===== config.mk =====
export PLATFORM = sky130hd
export DESIGN_NAME = regfile_mp
export DESIGN_NICKNAME = d
export VERILOG_FILES = /design/src/rtl/regfile_pkg.sv /design/src/rtl/rf_scoreboard.sv /design/src/rtl/regfile_mp.sv
export SDC_FILE = /design/constraint.sdc
export NUM_CORES = 1
export LEC_CHECK = 0
export ABC_CLOCK_PERIOD_IN_PS = 4400
export CORE_ASPECT_RATIO = 1.2
export CORE_MARGIN = 4
export CORE_UTILIZATION = 60
export DETAILED_ROUTE_END_ITERATION = 6
export DONT_BUFFER_PORTS = 1
export MAX_ROUTING_LAYER = met4
export PLACE_DENSITY = 0.88
export SLEW_MARGIN = 5
export SYNTH_ARGS = -nofsm -noshare
export SYNTH_HDL_FRONTEND = slang
export SYNTH_SLANG_ARGS = --single-unit
export TNS_END_PERCENT = 5

===== constraint.sdc =====
create_clock -name clk -period 4.4 [get_ports clk]
set_input_delay 0.22 -clock clk [delete_from_list [all_inputs] [get_ports clk]]
set_output_delay 0.22 -clock clk [all_outputs]
set_load 0.02 [all_outputs]

===== src/rtl/regfile_pkg.sv =====
// Shared types and defaults for the multi-port register file.
package regfile_pkg;

  localparam int unsigned RF_XLEN  = 32;
  localparam int unsigned RF_DEPTH = 32;

  typedef enum logic {
    RF_CLEAR,
    RF_IDLE
  } rf_state_e;

  // Index width for a given depth; never narrower than one bit.
  function automatic int unsigned rf_aw(input int unsigned depth);
    return (depth > 2) ? $clog2(depth) : 1;
  endfunction

endpackage


===== src/rtl/rf_scoreboard.sv =====
// Per-register pending bits with read-port mux; a reservation beats a
// same-cycle write to the same index, and a full clear beats both.
module rf_scoreboard
  import regfile_pkg::*;
#(
  parameter int unsigned DEPTH    = RF_DEPTH,
  parameter int unsigned NUM_RD   = 2,
  parameter int unsigned ZERO_REG = 1,
  parameter int unsigned AW       = rf_aw(DEPTH)
) (
  input  logic                 clk,
  input  logic                 rst_n,
  input  logic                 clr_all_i,
  input  logic                 wr_en_i,
  input  logic [AW-1:0]        wr_sel_i,
  input  logic                 rsv_en_i,
  input  logic [AW-1:0]        rsv_sel_i,
  input  logic [NUM_RD*AW-1:0] rd_sel_i,
  output logic [NUM_RD-1:0]    rd_pend_o
);

  logic [DEPTH-1:0] pend_q, pend_d;

  always_comb begin
    pend_d = pend_q;
    if (clr_all_i) begin
      pend_d = '0;
    end else begin
      if (wr_en_i)  pend_d[wr_sel_i]  = 1'b0;
      if (rsv_en_i) pend_d[rsv_sel_i] = 1'b1;
    end
    if (ZERO_REG != 0) pend_d[0] = 1'b0;
  end

  always_ff @(posedge clk or negedge rst_n) begin
    if (!rst_n) pend_q <= '0;
    else        pend_q <= pend_d;
  end

  always_comb begin
    rd_pend_o = '0;
    for (int unsigned k = 0; k < NUM_RD; k++) begin
      rd_pend_o[k] = pend_q[rd_sel_i[k*AW +: AW]];
    end
  end

endmodule


===== src/rtl/regfile_mp.sv =====
// Parametrised multi-read-port register file with optional zero register,
// write bypass, pending scoreboard and a sequential clear engine.
module regfile_mp
  import regfile_pkg::*;
#(
  parameter int unsigned XLEN     = RF_XLEN,
  parameter int unsigned DEPTH    = RF_DEPTH,
  parameter int unsigned NUM_RD   = 2,
  parameter int unsigned ZERO_REG = 1,
  parameter int unsigned BYPASS   = 1,
  localparam int unsigned AW      = rf_aw(DEPTH)
) (
  input  logic                   clk,
  input  logic                   rst_n,
  input  logic [NUM_RD*AW-1:0]   rd_sel,
  output logic [NUM_RD*XLEN-1:0] rd_data,
  output logic [NUM_RD-1:0]      rd_pend,
  input  logic                   wr_en,
  input  logic [AW-1:0]          wr_sel,
  input  logic [XLEN-1:0]        wr_data,
  input  logic                   rsv_en,
  input  logic [AW-1:0]          rsv_sel,
  input  logic                   clr_req,
  output logic                   clr_busy
);

  rf_state_e       state_q, state_d;
  logic [AW-1:0]   clr_idx_q, clr_idx_d;
  logic [XLEN-1:0] regs_q [DEPTH];
  logic            wr_ok, rsv_ok, clr_all;
  logic [NUM_RD-1:0] sb_pend;

  assign clr_busy = (state_q == RF_CLEAR);
  assign wr_ok    = wr_en && !clr_busy && !((ZERO_REG != 0) && (wr_sel == '0));
  assign rsv_ok   = rsv_en && !clr_busy;
  assign clr_all  = (state_q == RF_IDLE) && clr_req;

  always_comb begin
    state_d   = state_q;
    clr_idx_d = clr_idx_q;
    unique case (state_q)
      RF_CLEAR: begin
        clr_idx_d = clr_idx_q + 1'b1;
        if (clr_idx_q == AW'(DEPTH - 1)) begin
          state_d   = RF_IDLE;
          clr_idx_d = '0;
        end
      end
      RF_IDLE: begin
        if (clr_req) begin
          state_d   = RF_CLEAR;
          clr_idx_d = '0;
        end
      end
      default: begin
        state_d   = RF_CLEAR;
        clr_idx_d = '0;
      end
    endcase
  end

  always_ff @(posedge clk or negedge rst_n) begin
    if (!rst_n) begin
      state_q   <= RF_CLEAR;
      clr_idx_q <= '0;
    end else begin
      state_q   <= state_d;
      clr_idx_q <= clr_idx_d;
    end
  end

  // Array has no reset of its own; the clear engine owns zeroing it.
  always_ff @(posedge clk) begin
    if (clr_busy)   regs_q[clr_idx_q] <= '0;
    else if (wr_ok) regs_q[wr_sel]    <= wr_data;
  end

  always_comb begin
    rd_data = '0;
    for (int unsigned k = 0; k < NUM_RD; k++) begin : g_rd
      logic [AW-1:0]   sel;
      logic [XLEN-1:0] val;
      sel = rd_sel[k*AW +: AW];
      val = regs_q[sel];
      if ((ZERO_REG != 0) && (sel == '0))        val = '0;
      if ((BYPASS != 0) && wr_ok && wr_sel == sel) val = wr_data;
      if (clr_busy)                              val = '0;
      rd_data[k*XLEN +: XLEN] = val;
    end
  end

  rf_scoreboard #(
    .DEPTH   (DEPTH),
    .NUM_RD  (NUM_RD),
    .ZERO_REG(ZERO_REG),
    .AW      (AW)
  ) u_sb (
    .clk      (clk),
    .rst_n    (rst_n),
    .clr_all_i(clr_all),
    .wr_en_i  (wr_ok),
    .wr_sel_i (wr_sel),
    .rsv_en_i (rsv_ok),
    .rsv_sel_i(rsv_sel),
    .rd_sel_i (rd_sel),
    .rd_pend_o(sb_pend)
  );

  assign rd_pend = clr_busy ? '0 : sb_pend;

endmodule


==> impl_metrics.ini <==
[status]
outcome = complete, but fails checks
violations = design-rule violations, max-capacitance violations, max-slew violations

[sta]
rsz0062_at_grt = false
finClkSkew_ns = 0.0510
tightest_slew_ns = 1.61
tns_ns = 0
slew_headroom = -0.0706
period_needed_ns = 3.80
finalCritPeriodShare = 0.864
hold_viol_final = 0
slew_viol_final = 61
setup_viol = 0
max_freq_mhz = 263

[critical_path]
cp_max_fo = 32
slowest_delay_ns = 0.97
cp-start-kind = flip-flop
cp-end-kind = output port
slowest_stage = a31o_2
worstPathCellList = buf_4, inv_1, or3_1, a31o_2, o221ai_1
critical_path_arrival_ns = 3.58
critical_path_required_ns = 4.18
path_class = reg2out

[yosys]
ys_ff_latch = 1061
synth.distinct_cells = 50
yosysMostFrequentCell = edfxtp_1
synth_warnings = 0
synthTopCellsByArea = edfxtp_1, mux4_2, mux2i_1
ys_seq_area_frac = 0.626
avgSynthCellArea_sq_um = 19.3
async_flop_share = 0.0349
synth_nets = 2677
syn_area_sq_um = 50600
synth_common_cells = edfxtp_1, mux4_2, mux2i_1
yosys.area.top_type = edfxtp_1
synth_edf_count = 1024
synthCells = 2618
synth_flop_cell = edfxtp_1
netlist.area_leader.share = 0.608

[finish]
regArea_sq_um = 31700
fillerInstances = 4844
multiInputGateArea_sq_um = 18200
final_layout_size_suffix_gt1_frac = 0.326
areaGrowthSynthToFinish_pct = 9.18
nNetsFinal = 2640

[job]
drv_cap = 1

[placed_design]
portBuffers = 0
gp_congestion = 0.988
dpl.hpwl_um = 83900

[routing]
drc = 77
ant_nets = 0
firstDrtPassIters = 7
routed_via_density = 8.26
wire_per_inst_um = 40.6
num_vias = 31322
drt-initial-drc-count = 5958
totalWireLength_um = 154000

[grt]
grt_usage = 0.357
antenna_found_initial = 14
grt_busiest_layer = met2
met1_usage = 0.426
met2_usage = 0.540
grt_pass1_wl_um = 222000
overflow = 0
grt_pass1_vias = 31375
grt_max_degree = 267
grt_use_met3 = 0.112

[floorplan]
die_w_um = 273
die_h_um = 326
io_pins = 124
dieArea_sq_um = 89000
core-area_sq_um = 83500
rows = 116
start_util = 0.606

[clock_network]
htreeDepth = 3
cts-root-buf = clkbuf_16
cts_tree = built
clock-sinks = 1061
cts_buffers = 95
clkSlewWorstSetupHoldPaths_ns = 0.07
post_cts_buffers = 0
cts.path.max_buffers = 3
insertion_delay_ns = 0.69

[power_and_ir_drop]
leakage_nw = 18.0
pwr_density_cell_nw_per_um2 = 474
fin_total_pwr_mw = 26.2
ir_drop_mv = 0.477

[hold_path]
hold_path.class = in2reg
[cells by family (layout without fill, tap and decap cells)]
group,Yosys count,after routing,share of synthesized area
AOI/OAI and AO/OA,286,286,0.0443
xor gates and xnor gates,12,12,0.00208
adders and majority gates,2,2,0.000495
buffers and inverters,228,268,0.0206
DFF,1061,1061,0.626
muxes,728,728,0.277
other,0,13,0
and+or+nand+nor,301,301,0.0293
[report_power, final]
group / switching [mW] / leakage, nW / internal (mW)
Combinational: 2.75 / 6.22 / 1.67
Clock: 3.82 / 1.55 / 4.82
Sequential: 0.651 / 10.2 / 12.5
[state kept, by name, indices dropped and copies added, names as in the netlist]
signal,cells
state_q,1
u_sb.pend_q,31
clr_idx_q,5
regs_q,1024
[final timing paths]
kind	start	endpoint	slack (ns)	depth (start not counted)
setup / recovery	state_q	rd_data[53]	0.60	5
hold / removal	wr_sel[3]	u_sb.pend_q[1]	0.07	4
setup reg to reg	state_q	u_sb.pend_q[20]	1.09	7
hold reg to reg	u_sb.pend_q[10]	u_sb.pend_q[10]	0.57	2
max in group asynchronous	rst_n	u_sb.pend_q[21]	2.46	4
min in group asynchronous	rst_n	state_q	0.54	3
[critical path: cells and delay by family (launching register included)]
kind                   cells  cell delay, ns
and+or+nand+nor            1            0.19
buffers and inverters      2            0.58
AOI/OAI and AO/OA          2            1.60
DFF                        1            0.51
[metrics by stage]
stage / util / cells / hold slack, ns / instance area [sq um] / worst slack, ns
6_report: 0.662 / 3792 / 0.0692 / 55200 / 0.596
5_1_grt: 0.662 / 3792 / 0.0604 / 55200 / 0.500
4_1_cts: 0.661 / 3779 / 0.00148 / 55200 / 0.764
3_5_place_dp: 0.621 / 3585 / -0.0745 / 51800 / 1.29
3_3_place_gp: 0.621 / 3585 / -0.0744 / 51800 / 1.39
2_1_floorplan: - / 2618 / -0.0756 / 50600 / 1.26
[metal layers]
metal  part of all wire  wire length, um  vias up
li1                   -                -    11266
met1               0.29            45400    15596
met2               0.47            73100     3575
met3               0.15            23100      885
met4              0.081            12500        0
met5                  0                0        -
[layout make-up]
| type | instances | area share |
|---|---|---|
| antenna | 13 | 0.000589 |
| clock buffer | 110 | 0.0456 |
| clock inverter | 64 | 0.0119 |
| inverter | 5 | 0.000340 |
| multi-input combinational | 1329 | 0.329 |
| sequential | 1061 | 0.574 |
| tap | 1121 | 0.0254 |
| timing repair buffer | 89 | 0.0132 |
[cell usage in the layout, fill, tap and decap left out, drive strengths merged, types with 42 or more instances in the layout]
cell type and n:
mux2i 134, o221ai 64, nand4 65, mux4 530, a22o 132, nand2 49
clkinv 42, mux2 64, edfxtp 1024, clkbuf 110, nor2 110, buf 70
[what timing repair did]
| action | CTS | global route |
|---|---|---|
| hold buffers | 20 | 0 |
| endpoints found under the hold margin | 74 | 0 |
| resized for setup | 0 | 0 |
Power figures use the tool's default switching activity.
